**src/rtl/rv32i_types.sv**
```systemverilog
// Shared types for the CPU-side memory responder: arbiter states and port ids.
package rv32i_types;

    typedef enum logic [1:0] {
        IDLE,
        BUSY,
        DONE
    } mem_arb_state_t;

    typedef enum logic {
        PORT_A,
        PORT_B
    } mem_port_t;

endpackage

```
**src/rtl/split_mem_if.sv**
```systemverilog
// Bundle of the fetch port, data port and single-word physical memory port.
interface split_mem_if #(
    parameter int unsigned ADDR_W = 32,
    parameter int unsigned DATA_W = 32
);
    localparam int unsigned MASK_W = DATA_W / 8;

    logic              read_a;
    logic [ADDR_W-1:0] address_a;
    logic              resp_a;
    logic [DATA_W-1:0] rdata_a;

    logic              read_b;
    logic              write;
    logic [MASK_W-1:0] wmask;
    logic [ADDR_W-1:0] address_b;
    logic [DATA_W-1:0] wdata;
    logic              resp_b;
    logic [DATA_W-1:0] rdata_b;

    logic              pmem_read;
    logic              pmem_write;
    logic [ADDR_W-1:0] pmem_address;
    logic [DATA_W-1:0] pmem_wdata;
    logic [MASK_W-1:0] pmem_wmask;
    logic              pmem_resp;
    logic [DATA_W-1:0] pmem_rdata;

    logic              err;

    modport slave (
        input  read_a, address_a, read_b, write, wmask, address_b, wdata,
        input  pmem_resp, pmem_rdata,
        output resp_a, rdata_a, resp_b, rdata_b,
        output pmem_read, pmem_write, pmem_address, pmem_wdata, pmem_wmask, err
    );

    modport master (
        output read_a, address_a, read_b, write, wmask, address_b, wdata,
        output pmem_resp, pmem_rdata,
        input  resp_a, rdata_a, resp_b, rdata_b,
        input  pmem_read, pmem_write, pmem_address, pmem_wdata, pmem_wmask, err
    );

endinterface

```
**src/rtl/split_mem_responder_watchdog.sv**
```systemverilog
// Counts stalled BUSY cycles; expired rises once the count reaches TIMEOUT_CYCLES (0 = never).
module mem_watchdog #(
    parameter int unsigned TIMEOUT_CYCLES = 1024
) (
    input  logic clk,
    input  logic rst_n,
    input  logic enable,
    input  logic clear,
    output logic expired
);
    localparam int unsigned CNT_W = (TIMEOUT_CYCLES > 0) ? $clog2(TIMEOUT_CYCLES + 1) : 1;

    logic [CNT_W-1:0] count;
    logic [CNT_W-1:0] count_inc;

    assign count_inc = count + CNT_W'(1);

    always_ff @(posedge clk or negedge rst_n) begin
        if (!rst_n) begin
            count   <= '0;
            expired <= 1'b0;
        end else if (clear) begin
            count   <= '0;
            expired <= 1'b0;
        end else if (enable && !expired) begin
            count   <= count_inc;
            expired <= (TIMEOUT_CYCLES != 0) && (count_inc == CNT_W'(TIMEOUT_CYCLES));
        end
    end

endmodule

```
**src/rtl/split_mem_responder.sv**
```systemverilog
// Arbitrates the fetch (A) and data (B) ports onto one physical memory port, one transaction at a time.
module split_mem_responder
    import rv32i_types::*;
#(
    parameter int unsigned ADDR_W         = 32,
    parameter int unsigned DATA_W         = 32,
    parameter int unsigned TIMEOUT_CYCLES = 1024
) (
    input logic        clk,
    input logic        rst_n,
    split_mem_if.slave bus
);
    localparam int unsigned       MASK_W     = DATA_W / 8;
    localparam logic [ADDR_W-1:0] ALIGN_MASK = ~ADDR_W'(3);

    mem_arb_state_t    state, state_d;
    mem_port_t         port_q, port_d;
    logic              write_q, write_d;
    logic              a_prio_q, a_prio_d;
    logic [ADDR_W-1:0] addr_q, addr_d;
    logic [DATA_W-1:0] wdata_q, wdata_d;
    logic [MASK_W-1:0] wmask_q, wmask_d;
    logic [DATA_W-1:0] rdata_a_q, rdata_a_d, rdata_b_q, rdata_b_d;
    logic              pmem_read_q, pmem_read_d, pmem_write_q, pmem_write_d;
    logic              resp_a_q, resp_a_d, resp_b_q, resp_b_d;
    logic              err_q, err_d;
    logic              req_b, grant_a, expired;
    logic [DATA_W-1:0] done_data;

    // B normally wins, but a fetch that lost to B gets the next slot.
    assign req_b     = bus.read_b | bus.write;
    assign grant_a   = bus.read_a & (a_prio_q | ~req_b);
    assign done_data = bus.pmem_resp ? bus.pmem_rdata : '0;

    mem_watchdog #(.TIMEOUT_CYCLES(TIMEOUT_CYCLES)) u_watchdog (
        .clk     (clk),
        .rst_n   (rst_n),
        .enable  ((state == BUSY) && !bus.pmem_resp),
        .clear   (state != BUSY),
        .expired (expired)
    );

    always_comb begin
        state_d      = state;
        port_d       = port_q;
        write_d      = write_q;
        a_prio_d     = a_prio_q;
        addr_d       = addr_q;
        wdata_d      = wdata_q;
        wmask_d      = wmask_q;
        rdata_a_d    = rdata_a_q;
        rdata_b_d    = rdata_b_q;
        err_d        = err_q;
        pmem_read_d  = 1'b0;
        pmem_write_d = 1'b0;
        resp_a_d     = 1'b0;
        resp_b_d     = 1'b0;
        unique case (state)
            IDLE: begin
                if (grant_a) begin
                    port_d      = PORT_A;
                    write_d     = 1'b0;
                    a_prio_d    = 1'b0;
                    addr_d      = bus.address_a & ALIGN_MASK;
                    wdata_d     = '0;
                    wmask_d     = '0;
                    pmem_read_d = 1'b1;
                    state_d     = BUSY;
                end else if (req_b) begin
                    port_d       = PORT_B;
                    write_d      = bus.write;
                    a_prio_d     = bus.read_a;
                    addr_d       = bus.address_b & ALIGN_MASK;
                    wdata_d      = bus.wdata;
                    wmask_d      = bus.wmask;
                    pmem_read_d  = ~bus.write;
                    pmem_write_d = bus.write;
                    state_d      = BUSY;
                end
            end
            BUSY: begin
                if (bus.pmem_resp || expired) begin
                    state_d  = DONE;
                    resp_a_d = (port_q == PORT_A);
                    resp_b_d = (port_q == PORT_B);
                    // A timeout returns zero data even for a write.
                    if (!write_q || !bus.pmem_resp) begin
                        if (port_q == PORT_A) rdata_a_d = done_data;
                        else                  rdata_b_d = done_data;
                    end
                    if (!bus.pmem_resp) err_d = 1'b1;
                end else begin
                    pmem_read_d  = ~write_q;
                    pmem_write_d = write_q;
                end
            end
            DONE:    state_d = IDLE;
            default: state_d = IDLE;
        endcase
    end

    always_ff @(posedge clk or negedge rst_n) begin
        if (!rst_n) begin
            state        <= IDLE;
            port_q       <= PORT_A;
            write_q      <= 1'b0;
            a_prio_q     <= 1'b0;
            addr_q       <= '0;
            wdata_q      <= '0;
            wmask_q      <= '0;
            rdata_a_q    <= '0;
            rdata_b_q    <= '0;
            err_q        <= 1'b0;
            pmem_read_q  <= 1'b0;
            pmem_write_q <= 1'b0;
            resp_a_q     <= 1'b0;
            resp_b_q     <= 1'b0;
        end else begin
            state        <= state_d;
            port_q       <= port_d;
            write_q      <= write_d;
            a_prio_q     <= a_prio_d;
            addr_q       <= addr_d;
            wdata_q      <= wdata_d;
            wmask_q      <= wmask_d;
            rdata_a_q    <= rdata_a_d;
            rdata_b_q    <= rdata_b_d;
            err_q        <= err_d;
            pmem_read_q  <= pmem_read_d;
            pmem_write_q <= pmem_write_d;
            resp_a_q     <= resp_a_d;
            resp_b_q     <= resp_b_d;
        end
    end

    assign bus.resp_a       = resp_a_q;
    assign bus.resp_b       = resp_b_q;
    assign bus.rdata_a      = rdata_a_q;
    assign bus.rdata_b      = rdata_b_q;
    assign bus.pmem_read    = pmem_read_q;
    assign bus.pmem_write   = pmem_write_q;
    assign bus.pmem_address = addr_q;
    assign bus.pmem_wdata   = wdata_q;
    assign bus.pmem_wmask   = wmask_q;
    assign bus.err          = err_q;

endmodule

```
**src/flat_wrapper.sv**
```systemverilog
// flat-port wrapper written by rule: the top's interface ports become plain ports
module split_mem_responder_flat import rv32i_types::*;
#(
    parameter int unsigned ADDR_W         = 32,
    parameter int unsigned DATA_W         = 32,
    parameter int unsigned TIMEOUT_CYCLES = 1024
)
  (clk, rst_n, bus_read_a, bus_address_a, bus_read_b, bus_write, bus_wmask, bus_address_b, bus_wdata, bus_pmem_resp, bus_pmem_rdata, bus_resp_a, bus_rdata_a, bus_resp_b, bus_rdata_b, bus_pmem_read, bus_pmem_write, bus_pmem_address, bus_pmem_wdata, bus_pmem_wmask, bus_err);
  split_mem_if #(.ADDR_W(ADDR_W), .DATA_W(DATA_W)) bus_i ();
  input logic clk;
  input logic rst_n;
  input wire logic [$bits(bus_i.read_a)-1:0] bus_read_a;
  input wire logic [$bits(bus_i.address_a)-1:0] bus_address_a;
  input wire logic [$bits(bus_i.read_b)-1:0] bus_read_b;
  input wire logic [$bits(bus_i.write)-1:0] bus_write;
  input wire logic [$bits(bus_i.wmask)-1:0] bus_wmask;
  input wire logic [$bits(bus_i.address_b)-1:0] bus_address_b;
  input wire logic [$bits(bus_i.wdata)-1:0] bus_wdata;
  input wire logic [$bits(bus_i.pmem_resp)-1:0] bus_pmem_resp;
  input wire logic [$bits(bus_i.pmem_rdata)-1:0] bus_pmem_rdata;
  output wire logic [$bits(bus_i.resp_a)-1:0] bus_resp_a;
  output wire logic [$bits(bus_i.rdata_a)-1:0] bus_rdata_a;
  output wire logic [$bits(bus_i.resp_b)-1:0] bus_resp_b;
  output wire logic [$bits(bus_i.rdata_b)-1:0] bus_rdata_b;
  output wire logic [$bits(bus_i.pmem_read)-1:0] bus_pmem_read;
  output wire logic [$bits(bus_i.pmem_write)-1:0] bus_pmem_write;
  output wire logic [$bits(bus_i.pmem_address)-1:0] bus_pmem_address;
  output wire logic [$bits(bus_i.pmem_wdata)-1:0] bus_pmem_wdata;
  output wire logic [$bits(bus_i.pmem_wmask)-1:0] bus_pmem_wmask;
  output wire logic [$bits(bus_i.err)-1:0] bus_err;
  assign bus_i.read_a = bus_read_a;
  assign bus_i.address_a = bus_address_a;
  assign bus_i.read_b = bus_read_b;
  assign bus_i.write = bus_write;
  assign bus_i.wmask = bus_wmask;
  assign bus_i.address_b = bus_address_b;
  assign bus_i.wdata = bus_wdata;
  assign bus_i.pmem_resp = bus_pmem_resp;
  assign bus_i.pmem_rdata = bus_pmem_rdata;
  assign bus_resp_a = bus_i.resp_a;
  assign bus_rdata_a = bus_i.rdata_a;
  assign bus_resp_b = bus_i.resp_b;
  assign bus_rdata_b = bus_i.rdata_b;
  assign bus_pmem_read = bus_i.pmem_read;
  assign bus_pmem_write = bus_i.pmem_write;
  assign bus_pmem_address = bus_i.pmem_address;
  assign bus_pmem_wdata = bus_i.pmem_wdata;
  assign bus_pmem_wmask = bus_i.pmem_wmask;
  assign bus_err = bus_i.err;
  split_mem_responder #(.ADDR_W(ADDR_W), .DATA_W(DATA_W), .TIMEOUT_CYCLES(TIMEOUT_CYCLES)) u_core (.clk(clk), .rst_n(rst_n), .bus(bus_i));
endmodule
```
**config.mk**
```make
export PLATFORM = sky130hd
export DESIGN_NAME = split_mem_responder_flat
export DESIGN_NICKNAME = d
export VERILOG_FILES = /design/src/rtl/rv32i_types.sv /design/src/rtl/split_mem_if.sv /design/src/rtl/split_mem_responder_watchdog.sv /design/src/rtl/split_mem_responder.sv /design/src/flat_wrapper.sv
export SDC_FILE = /design/constraint.sdc
export NUM_CORES = 1
export LEC_CHECK = 0
export ABC_AREA = 0
export CAP_MARGIN = 25
export CORE_MARGIN = 5
export CORE_UTILIZATION = 38
export CTS_CLUSTER_DIAMETER = 60
export DETAILED_ROUTE_END_ITERATION = 6
export GPL_ROUTABILITY_DRIVEN = 0
export PLACE_DENSITY = 0.77
export SLEW_MARGIN = 20
export SYNTH_ARGS = -nofsm -noshare
export SYNTH_HDL_FRONTEND = slang
export SYNTH_SLANG_ARGS = --single-unit
```
**constraint.sdc**
```tcl
create_clock -name clk -period 1.65 [get_ports clk]
set_input_delay 0.33 -clock clk [delete_from_list [all_inputs] [get_ports clk]]
set_output_delay 0.33 -clock clk [all_outputs]
set_load 0.1 [all_outputs]
```
=== Yosys cells after proc, flatten, opt, wreduce, memory -nomap -nowiden ===
Cells that the tools add are included.

* $add $sub $neg: 1
* Equal/unequal tests: 5
* Muxes and demuxes: 33
* Bitwise operators: 8
* Reduce and logical (&&, ||, !) cells: 15

{| class="wikitable"
|+ Operators with widths
! operator !! number
|-
| 32-bit 2-to-1 mux || 5
|-
| 11-bit 2-to-1 mux || 2
|-
| 1-bit 2-to-1 mux || 18
|-
| 11-bit by 1-bit adder with 11-bit output (second input constant) || 1
|-
| 11-bit == test (second input constant) || 1
|-
| 4-bit 2-to-1 mux || 2
|-
| 4-bit AND reduction || 2
|-
| 2-bit 2-to-1 mux || 3
|-
| 1-bit inverter || 5
|-
| 1-bit one-hot mux with 2 select lines || 2
|-
| 2-bit one-hot mux with 2 select lines || 1
|-
| 2-bit AND reduction || 2
|-
| 2-bit nonzero test || 2
|-
| 1-bit zero test || 3
|-
| 3-bit by 1-bit != test with 1-bit output (second input constant) || 1
|-
| 3-bit AND reduction || 1
|-
| 2-bit by 1-bit == test with 1-bit output (second input constant) || 1
|-
| 1-bit logical AND || 2
|-
| 2-bit zero test || 1
|-
| 1-bit logical OR || 2
|-
| 2-bit by 1-bit != test with 1-bit output (second input constant) || 1
|-
| 2-bit != test (second input constant) || 1
|-
| 1-bit bitwise OR || 2
|-
| 1-bit bitwise AND || 1
|}

* Register bits: 154
* Logic and storage cells: 78

=== Logic depth before layout (Yosys ltp) ===
Gate-level depths: netlist (run 1).

* Word-level depth: 6
* Gate-level depth with buffers: 8
* Depth with buffers taken out: 6

=== By module ===
A second synthesis (run 1) with hierarchy kept.

* Cells, all modules: 546
* Area, all modules: 6623.9 um^2

{| class="wikitable"
|+ Modules (own cells, without submodules)
! module !! instances !! cells each !! area each (um^2) !! sequential area each (um^2)
|-
| split_mem_responder || 1 || 466 || 5868.1 || 3503.4
|-
| mem_watchdog || 1 || 80 || 755.7 || 300.3
|}

=== Worst setup path after synthesis (run 1) ===
No wires, ideal clock.

* Path kind: input -> register
* From: in bus_pmem_resp
* To: reg u_core.u_watchdog.expired
* Data arrival time: 1.588 ns
* Required time: 1.555 ns
* Slack: -0.033 ns
* Stages on the path: 7
* Buffers on the path: 2
* Cell sequence: buf_6 or2_1 buf_6 or3_1 mux2i_1 nand3_1 o31ai_1

* Cells in the longest elaborated chain, start to end: 4

{| class="wikitable"
|+ Ends and longest elaborated chain
! what !! RTL line !! source
|-
| start, declared || flat_wrapper.sv:19 || <nowiki>input wire logic [$bits(bus_i.pmem_resp)-1:0] bus_pmem_resp;</nowiki>
|-
| 1-bit zero test || split_mem_responder.sv:38 || <nowiki>.enable ((state == BUSY) && !bus.pmem_resp),</nowiki>
|-
| 1-bit logical AND || split_mem_responder.sv:38 ||
|-
| 1-bit logical AND || split_mem_responder_watchdog.sv:25 || <nowiki>end else if (enable && !expired) begin</nowiki>
|-
| 2-bit nonzero test (no source line) || -- ||
|-
| end signal, assigned || split_mem_responder_watchdog.sv:27 || <nowiki>expired <= (TIMEOUT_CYCLES != 0) && (count_inc == CNT_W'(TIMEOUT_CYCLES));</nowiki>
|-
| end, declared || split_mem_responder_watchdog.sv:9 || <nowiki>output logic expired</nowiki>
|}

No other way between the ends.
A chain may end at the register's enable or synchronous reset.

=== Worst setup path in the final report (run 1) ===
* From: reg u_core.u_watchdog.expired
* To: reg u_core.u_watchdog.count[10]

* Cells in the longest elaborated chain, start to end: 3

{| class="wikitable"
|+ Ends and longest elaborated chain
! what !! RTL line !! source
|-
| 1-bit zero test || split_mem_responder_watchdog.sv:25 ||
|-
| 1-bit logical AND || split_mem_responder_watchdog.sv:25 ||
|-
| 2-bit nonzero test (no source line) || -- ||
|-
| end signal, assigned || split_mem_responder_watchdog.sv:26 || <nowiki>count <= count_inc;</nowiki>
|-
| end, declared || split_mem_responder_watchdog.sv:13 || <nowiki>logic [CNT_W-1:0] count;</nowiki>
|}

No other way between the ends.

==> results of run 1 <==
==> how the worst max path moves through the flow <==
stage | start | depth (start not counted) | to
finish | u_core.u_watchdog.expired | 6 | u_core.u_watchdog.count[10]
global route | u_core.u_watchdog.count[0] | 6 | u_core.u_watchdog.expired
CTS | u_core.u_watchdog.expired | 5 | u_core.u_watchdog.expired
detailed placement | bus_pmem_resp | 6 | u_core.u_watchdog.expired
global placement | bus_pmem_resp | 6 | u_core.u_watchdog.expired
floorplan | bus_pmem_resp | 7 | u_core.u_watchdog.expired
==> stage by stage <==
step                      cells  setup TNS (ns)
after floorplan             572               0
after CTS                  1086               0
final                      1090               0
after global routing       1090         -0.4483
after global placement     1052          -24.02
after detailed placement   1052          -28.82
==> worst max-delay path, delay by kind of cell (launching register included) <==
family	cells	cell delay [ns]
and+or+nand+nor	2	0.64
DFF	1	0.38
buffers and inverters	2	0.24
muxes	1	0.20
AOI/OAI and AO/OA	1	0.07
==> cells in the mapped netlist, types with 3 or more instances <==
library cell / n / area share [%]
a21oi_1: 5 / 0.41
a22o_1: 36 / 5.2
buf_2: 10 / 0.82
clkbuf_1: 23 / 1.4
dfrtp_1: 152 / 63
mux2i_1: 31 / 5.1
nand2_1: 139 / 8.6
nand3_1: 8 / 0.66
nor2_1: 19 / 1.2
nor3_1: 3 / 0.25
o21ai_0: 98 / 8.1
xnor2_1: 4 / 0.58
xor2_1: 4 / 0.58
==> registers in the layout, indices dropped and copies added (netlist names), 2 cells and up <==
name / count
u_core.u_watchdog.count: 11
u_core.bus.pmem_wdata: 32
u_core.bus.pmem_wmask: 4
u_core.bus.pmem_address: 30
u_core.bus.rdata_a: 32
u_core.bus.rdata_b: 32
u_core.state: 2
==> cell usage in the layout (no fill, tap or decap), types with 17 or more instances in the layout <==
cell type / synthesis / layout
o21ai_0: 98 / 97
mux2i_1: 31 / 30
clkbuf_16: 0 / 17
dfrtp_1: 152 / 151
buf_12: 0 / 142
clkdlybuf4s50_1: 0 / 132
nor2_1: 19 / 18
a22o_1: 36 / 36
buf_4: 2 / 34
nand2_1: 139 / 137
==> cells by family (layout without fill, tap and decap cells) <==
family / count (synthesis) / count (layout)
muxes: 31 / 31
buffers and inverters: 41 / 343
other: 1 / 2
and+or+nand+nor: 185 / 185
xor gates and xnor gates: 8 / 8
adders and majority gates: 2 / 2
AOI/OAI and AO/OA: 151 / 151
DFF: 152 / 152
==> timing repair <==
| item | in CTS | in global routing |
|---|---|---|
| hold buffers | 1 | 0 |
| gates resized for setup | 1 | 8 |
| setup buffers | 2 | 4 |
| hold endpoints to repair | 31 | 0 |
| pin swaps | 2 | 1 |
| setup endpoints to repair | 1 | 42 |
| gates cloned | 0 | 0 |
==> cell type report <==
type	instances	area share, %
clock inverters	11	1.426
repair buffers	310	39.24
well taps	216	2.388
inverters	2	0.06634
multi-input cells	379	19.13
flip-flops and latches	152	33.62
clock buffers	20	4.124
==> routing by layer <==
layer	up-vias	GRT usage [%]	wire (microns)
met5	-	0	0
met4	0	6.047	341
met3	28	8.750	2179
met2	242	33.63	9339
met1	2518	24.42	7108
li1	2547	-	-
==> metrics.cfg, run 1 <==
[synth]
synth_adder_area_share_pct = 0.4114
synth_cells = 571
synth-seq-cells = 152
ys_seq_area_share_pct = 62.53
syn_area_sq_um = 6083
yosysWarnings = 0
synth_top_family_by_area = compound AO/OA/AOI/OAI gates
synthSimpleGateAreaFrac_pct = 12.46
synth_cell_types = 38
synth-edff-count = 0
synthFlopType = dfrtp_1
async_flop_share_pct = 100.0
synth_xor_area_share_pct = 1.152
syn_area_per_cell_sq_um = 10.65
muxShareOfSynthArea_pct = 5.101
synth-compound-area-share_pct = 15.18

[sta]
min_period_ns = 1.589
fin_hold_ws_ns = 0.3795
final-max-slew-violation-count = 0
fin_ws_ns = 0.06076
finalSetupViolations = 0
rsz0062_at_grt = true
period_share_pct = 96.32
finalHoldViolations = 0
fmax_ghz = 0.6292
fin_skew_ns = 0.01206

[clocking]
cts_root_buffer = clkbuf_16
numClockSinks = 152
clk_path_buf_depth = 2
cts-htree-levels = 4
cts_made_buffers = 17
clk_pin_slew_ns = 0.06
insertion_delay_ns = 0.41
cts_tree = built

[routing]
vias = 5335
drtIter0Drc = 257
post_drt_wl_per_cell_microns = 17.40
wirelength_mm = 18.97
drt-vias-per-instance = 4.894
drc = 0
drt_first_pass_iters = 4
postRouteAntennaNets = 0

[min_path]
hold_path.class = input pin to asynchronous set/reset pin

[layout]
nFillCells = 1089
drive_gt1_share_pct = 25.40
stdcell_area_sq_um = 11320
areaGrowthSynthToFinish_pct = 86.01
utilization_pct = 71.76
seqCellArea_sq_um = 3805
nets = 1002
multi_input_area_sq_um = 2165
n_antenna_cell = 0

[setup_path]
rr_endpoint = u_core.u_watchdog.count[10]
path_max_fanout = 4
end_kind = register
critPathSlowestCell = dfrtp_1
r2r_start = u_core.u_watchdog.expired
rr_worst_depth = 6
crit_chain = or2_4, or3_1, mux2i_2, buf_4, buf_4, a21o_1
crit_top_cell = buf_4
cp.arrival_ns = 1.93
crit_type = register to register
regToRegSetupSlack_ns = 0.06
worstPathRequired_ns = 1.99
start_kind = register
critPathMaxStageDelay_ns = 0.38

[global_routing]
track_usage_pct = 20.43
antenna_found_initial = 0
grt_pass1_vias = 5451
grt_pass1_wl_mm = 29.59
overflow = 0
grt_max_degree = 66

[floorplanning]
start_util_pct = 38.58
die_w_microns = 136.5
die_y_microns = 136.5
rows = 46
die_area_sq_um = 18640
num_io_pins = 275
core_region_area_sq_um = 15770

[run]
cap_violations = 0

[placement]
pre_cts_slack_ns = -0.3361
post_dp_cell_area_sq_um = 10600
portBuffers = 268
detailed_place_hpwl_mm = 14.65

[status]
status = complete, no violations

Power of run 1 is not shown: default switching activity piles up to over one toggle a cycle in this logic, so the estimate is an artifact.
==> run 2, diff against run 1 <==
--- a/config.mk
+++ b/config.mk
@@ -12,7 +12,9 @@
 export CTS_CLUSTER_DIAMETER = 60
 export DETAILED_ROUTE_END_ITERATION = 6
 export GPL_ROUTABILITY_DRIVEN = 0
+export HOLD_SLACK_MARGIN = 0.08
 export PLACE_DENSITY = 0.77
+export REMOVE_ABC_BUFFERS = 1
 export SLEW_MARGIN = 20
 export SYNTH_ARGS = -nofsm -noshare
 export SYNTH_HDL_FRONTEND = slang
==> run 2 against run 1 <==
  * Setup slack lost 0.023 ns
  * Count of clock-buffer cells in the layout shrank 1
  * Non-clock buffer count grew 1
  * Hold slack gained 0.087 ns
  * Final area grew 0.48%
  * Fmax shrank 1.4%
  * Clock skew shrank 0.0067 ns
  * Global-route usage grew 0.37 points
  * Register-to-register slack lost 0.02 ns
  * Sequential share of layout area shrank 0.17 points
  * Utilization grew 0.34 points
  * Cell count grew 0.46%
  * Largest cell class unchanged
==> metrics.cfg, run 2 (synthesized netlist as in run 1, its figures left out) <==
[status]
status = complete, no violations

[setup_path]
crit_type = input pin to register
cp.arrival_ns = 1.93  ; about the same
worstPathRequired_ns = 1.97  ; -0.02 ns
path_max_fanout = 4  ; unchanged
end_kind = register
start_kind = input pin

[sta]
final-max-slew-violation-count = 0  ; unchanged
fin_skew_ns = 0.005370  ; -0.006686 ns
tightestPinTransition_ns = 0.5101
tns_ns = 0  ; unchanged
min_period_ns = 1.612  ; +0.02276 ns
finalSetupViolations = 0  ; unchanged
rsz0062_at_grt = true
maxSlewHeadroom_pct = 65.99
fmax_ghz = 0.6203  ; -1.4%
finalHoldViolations = 0  ; unchanged
period_share_pct = 97.70  ; +1.4 points

[clocking]
insertion_delay_ns = 0.41  ; about the same
cts_made_buffers = 17  ; unchanged
cts_root_buffer = clkbuf_16
clk_path_buf_depth = 2  ; unchanged
clk_pin_slew_ns = 0.06  ; about the same
cts_tree = built
numClockSinks = 152  ; unchanged
cts-htree-levels = 4  ; unchanged

[routing]
met1Wirelength_mm = 7.503  ; +5.6%
postRouteAntennaNets = 0  ; unchanged
post_drt_wl_per_cell_microns = 17.88  ; +2.8%
drtIter0Drc = 229  ; -11%
drt_first_pass_iters = 4  ; unchanged
wl_met2_mm = 9.286  ; -0.57%
wl_met3_mm = 2.496  ; +15%
drc = 0  ; unchanged
drt-vias-per-instance = 4.847  ; -0.96%
wirelength_mm = 19.58  ; +3.2%
vias = 5308  ; -0.51%
topRoutingLayerUsed = met4

[global_routing]
grt_pass1_wl_mm = 29.46  ; -0.47%
grt_max_degree = 98  ; +48%
track_usage_pct = 20.80  ; +0.37 points
grt_pass1_vias = 5449  ; -0.037%
antenna_found_initial = 2  ; +2
overflow = 0  ; unchanged

[layout]
nets = 1003  ; +0.10%
final_common_cell = dfrtp_1
areaGrowthSynthToFinish_pct = 86.90
instances_no_fill = 1095  ; +0.46%
layout_common_cells = 152 x dfrtp_1, 142 x buf_12, 137 x nand2_1
drive_gt1_share_pct = 25.23  ; -0.17 points

[placement]
place_inst = 1058  ; +0.57%
portBuffers = 268  ; unchanged
detailed_place_hpwl_mm = 14.74  ; +0.63%

[run]
cap_violations = 0  ; unchanged

[floorplanning]
die_w_microns = 136.5  ; unchanged
die_area_sq_um = 18640  ; unchanged
core_region_area_sq_um = 15770  ; unchanged
rows = 46  ; unchanged
start_util_pct = 38.58  ; unchanged
die_y_microns = 136.5  ; unchanged
num_io_pins = 275  ; unchanged

[min_path]
hold_path.class = input pin to asynchronous set/reset pin

run 2: area by class of cell:
type / count / area (sq um)
Timing Repair Buffer: 311 / 4448
Antenna cell: 3 / 7.507
Clock inverter: 13 / 217.7
Sequential cell: 152 / 3804
Inverter: 2 / 7.507
Tap cell: 216 / 270.3
Fill cell: 1054 / 4400
Multi-Input combinational cell: 379 / 2162
Clock buffer: 19 / 452.9
run 2: layer usage:
metal	track usage, %	vias up
met5	0	-
met4	6.831	0
met3	10.26	22
met2	33.71	231
met1	24.16	2506
li1	-	2549
run 2: final timing paths:
path / start / slack (ns) / cells past startpoint / endpoint
worst min-delay path: rst_n / 0.47 / 3 / u_core.bus.rdata_b[4]
worst max-delay path: bus_pmem_resp / 0.04 / 6 / u_core.u_watchdog.expired
worst min register to register: u_core.state[1] / 0.51 / 1 / u_core.bus.pmem_read
max in group asynchronous: rst_n / 0.72 / 3 / u_core.bus.pmem_address[15]
worst max register to register: u_core.u_watchdog.expired / 0.04 / 5 / u_core.u_watchdog.expired
min in group clk: bus_pmem_rdata[26] / 0.49 / 3 / u_core.bus.rdata_a[26]
run 2: metrics by stage:
stage / setup slack [ns] / area [sq um] / utilization [%] / hold WS [ns]
after floorplan: -6.639 / 5906 / - / 0.03441
after global placement: -0.3138 / 10640 / 67.44 / 0.3356
after detailed placement: -0.4002 / 10640 / 67.44 / 0.3347
after CTS: 0.003254 / 11340 / 71.88 / 0.4746
after global routing: -0.05841 / 11370 / 72.10 / 0.5004
final: 0.03800 / 11370 / 72.10 / 0.4662
run 2: repair_timing:
action | in CTS | in global routing
hold buffers | 1 | 0
endpoints found under the hold margin | 152 | 0
buffers inserted | 0 | 1
resized for setup | 3 | 5
endpoints found under the setup margin | 3 | 34
pin swaps | 1 | 0
run 2: worst max-delay path, stage by stage:
cell and delay, ns:
clkdlybuf4s50_1 0.43, or2_4 0.28, or3_1 0.35, mux2i_1 0.19, nand3_1 0.11, o31ai_2 0.24
Power of run 2 is left out for the same reason.
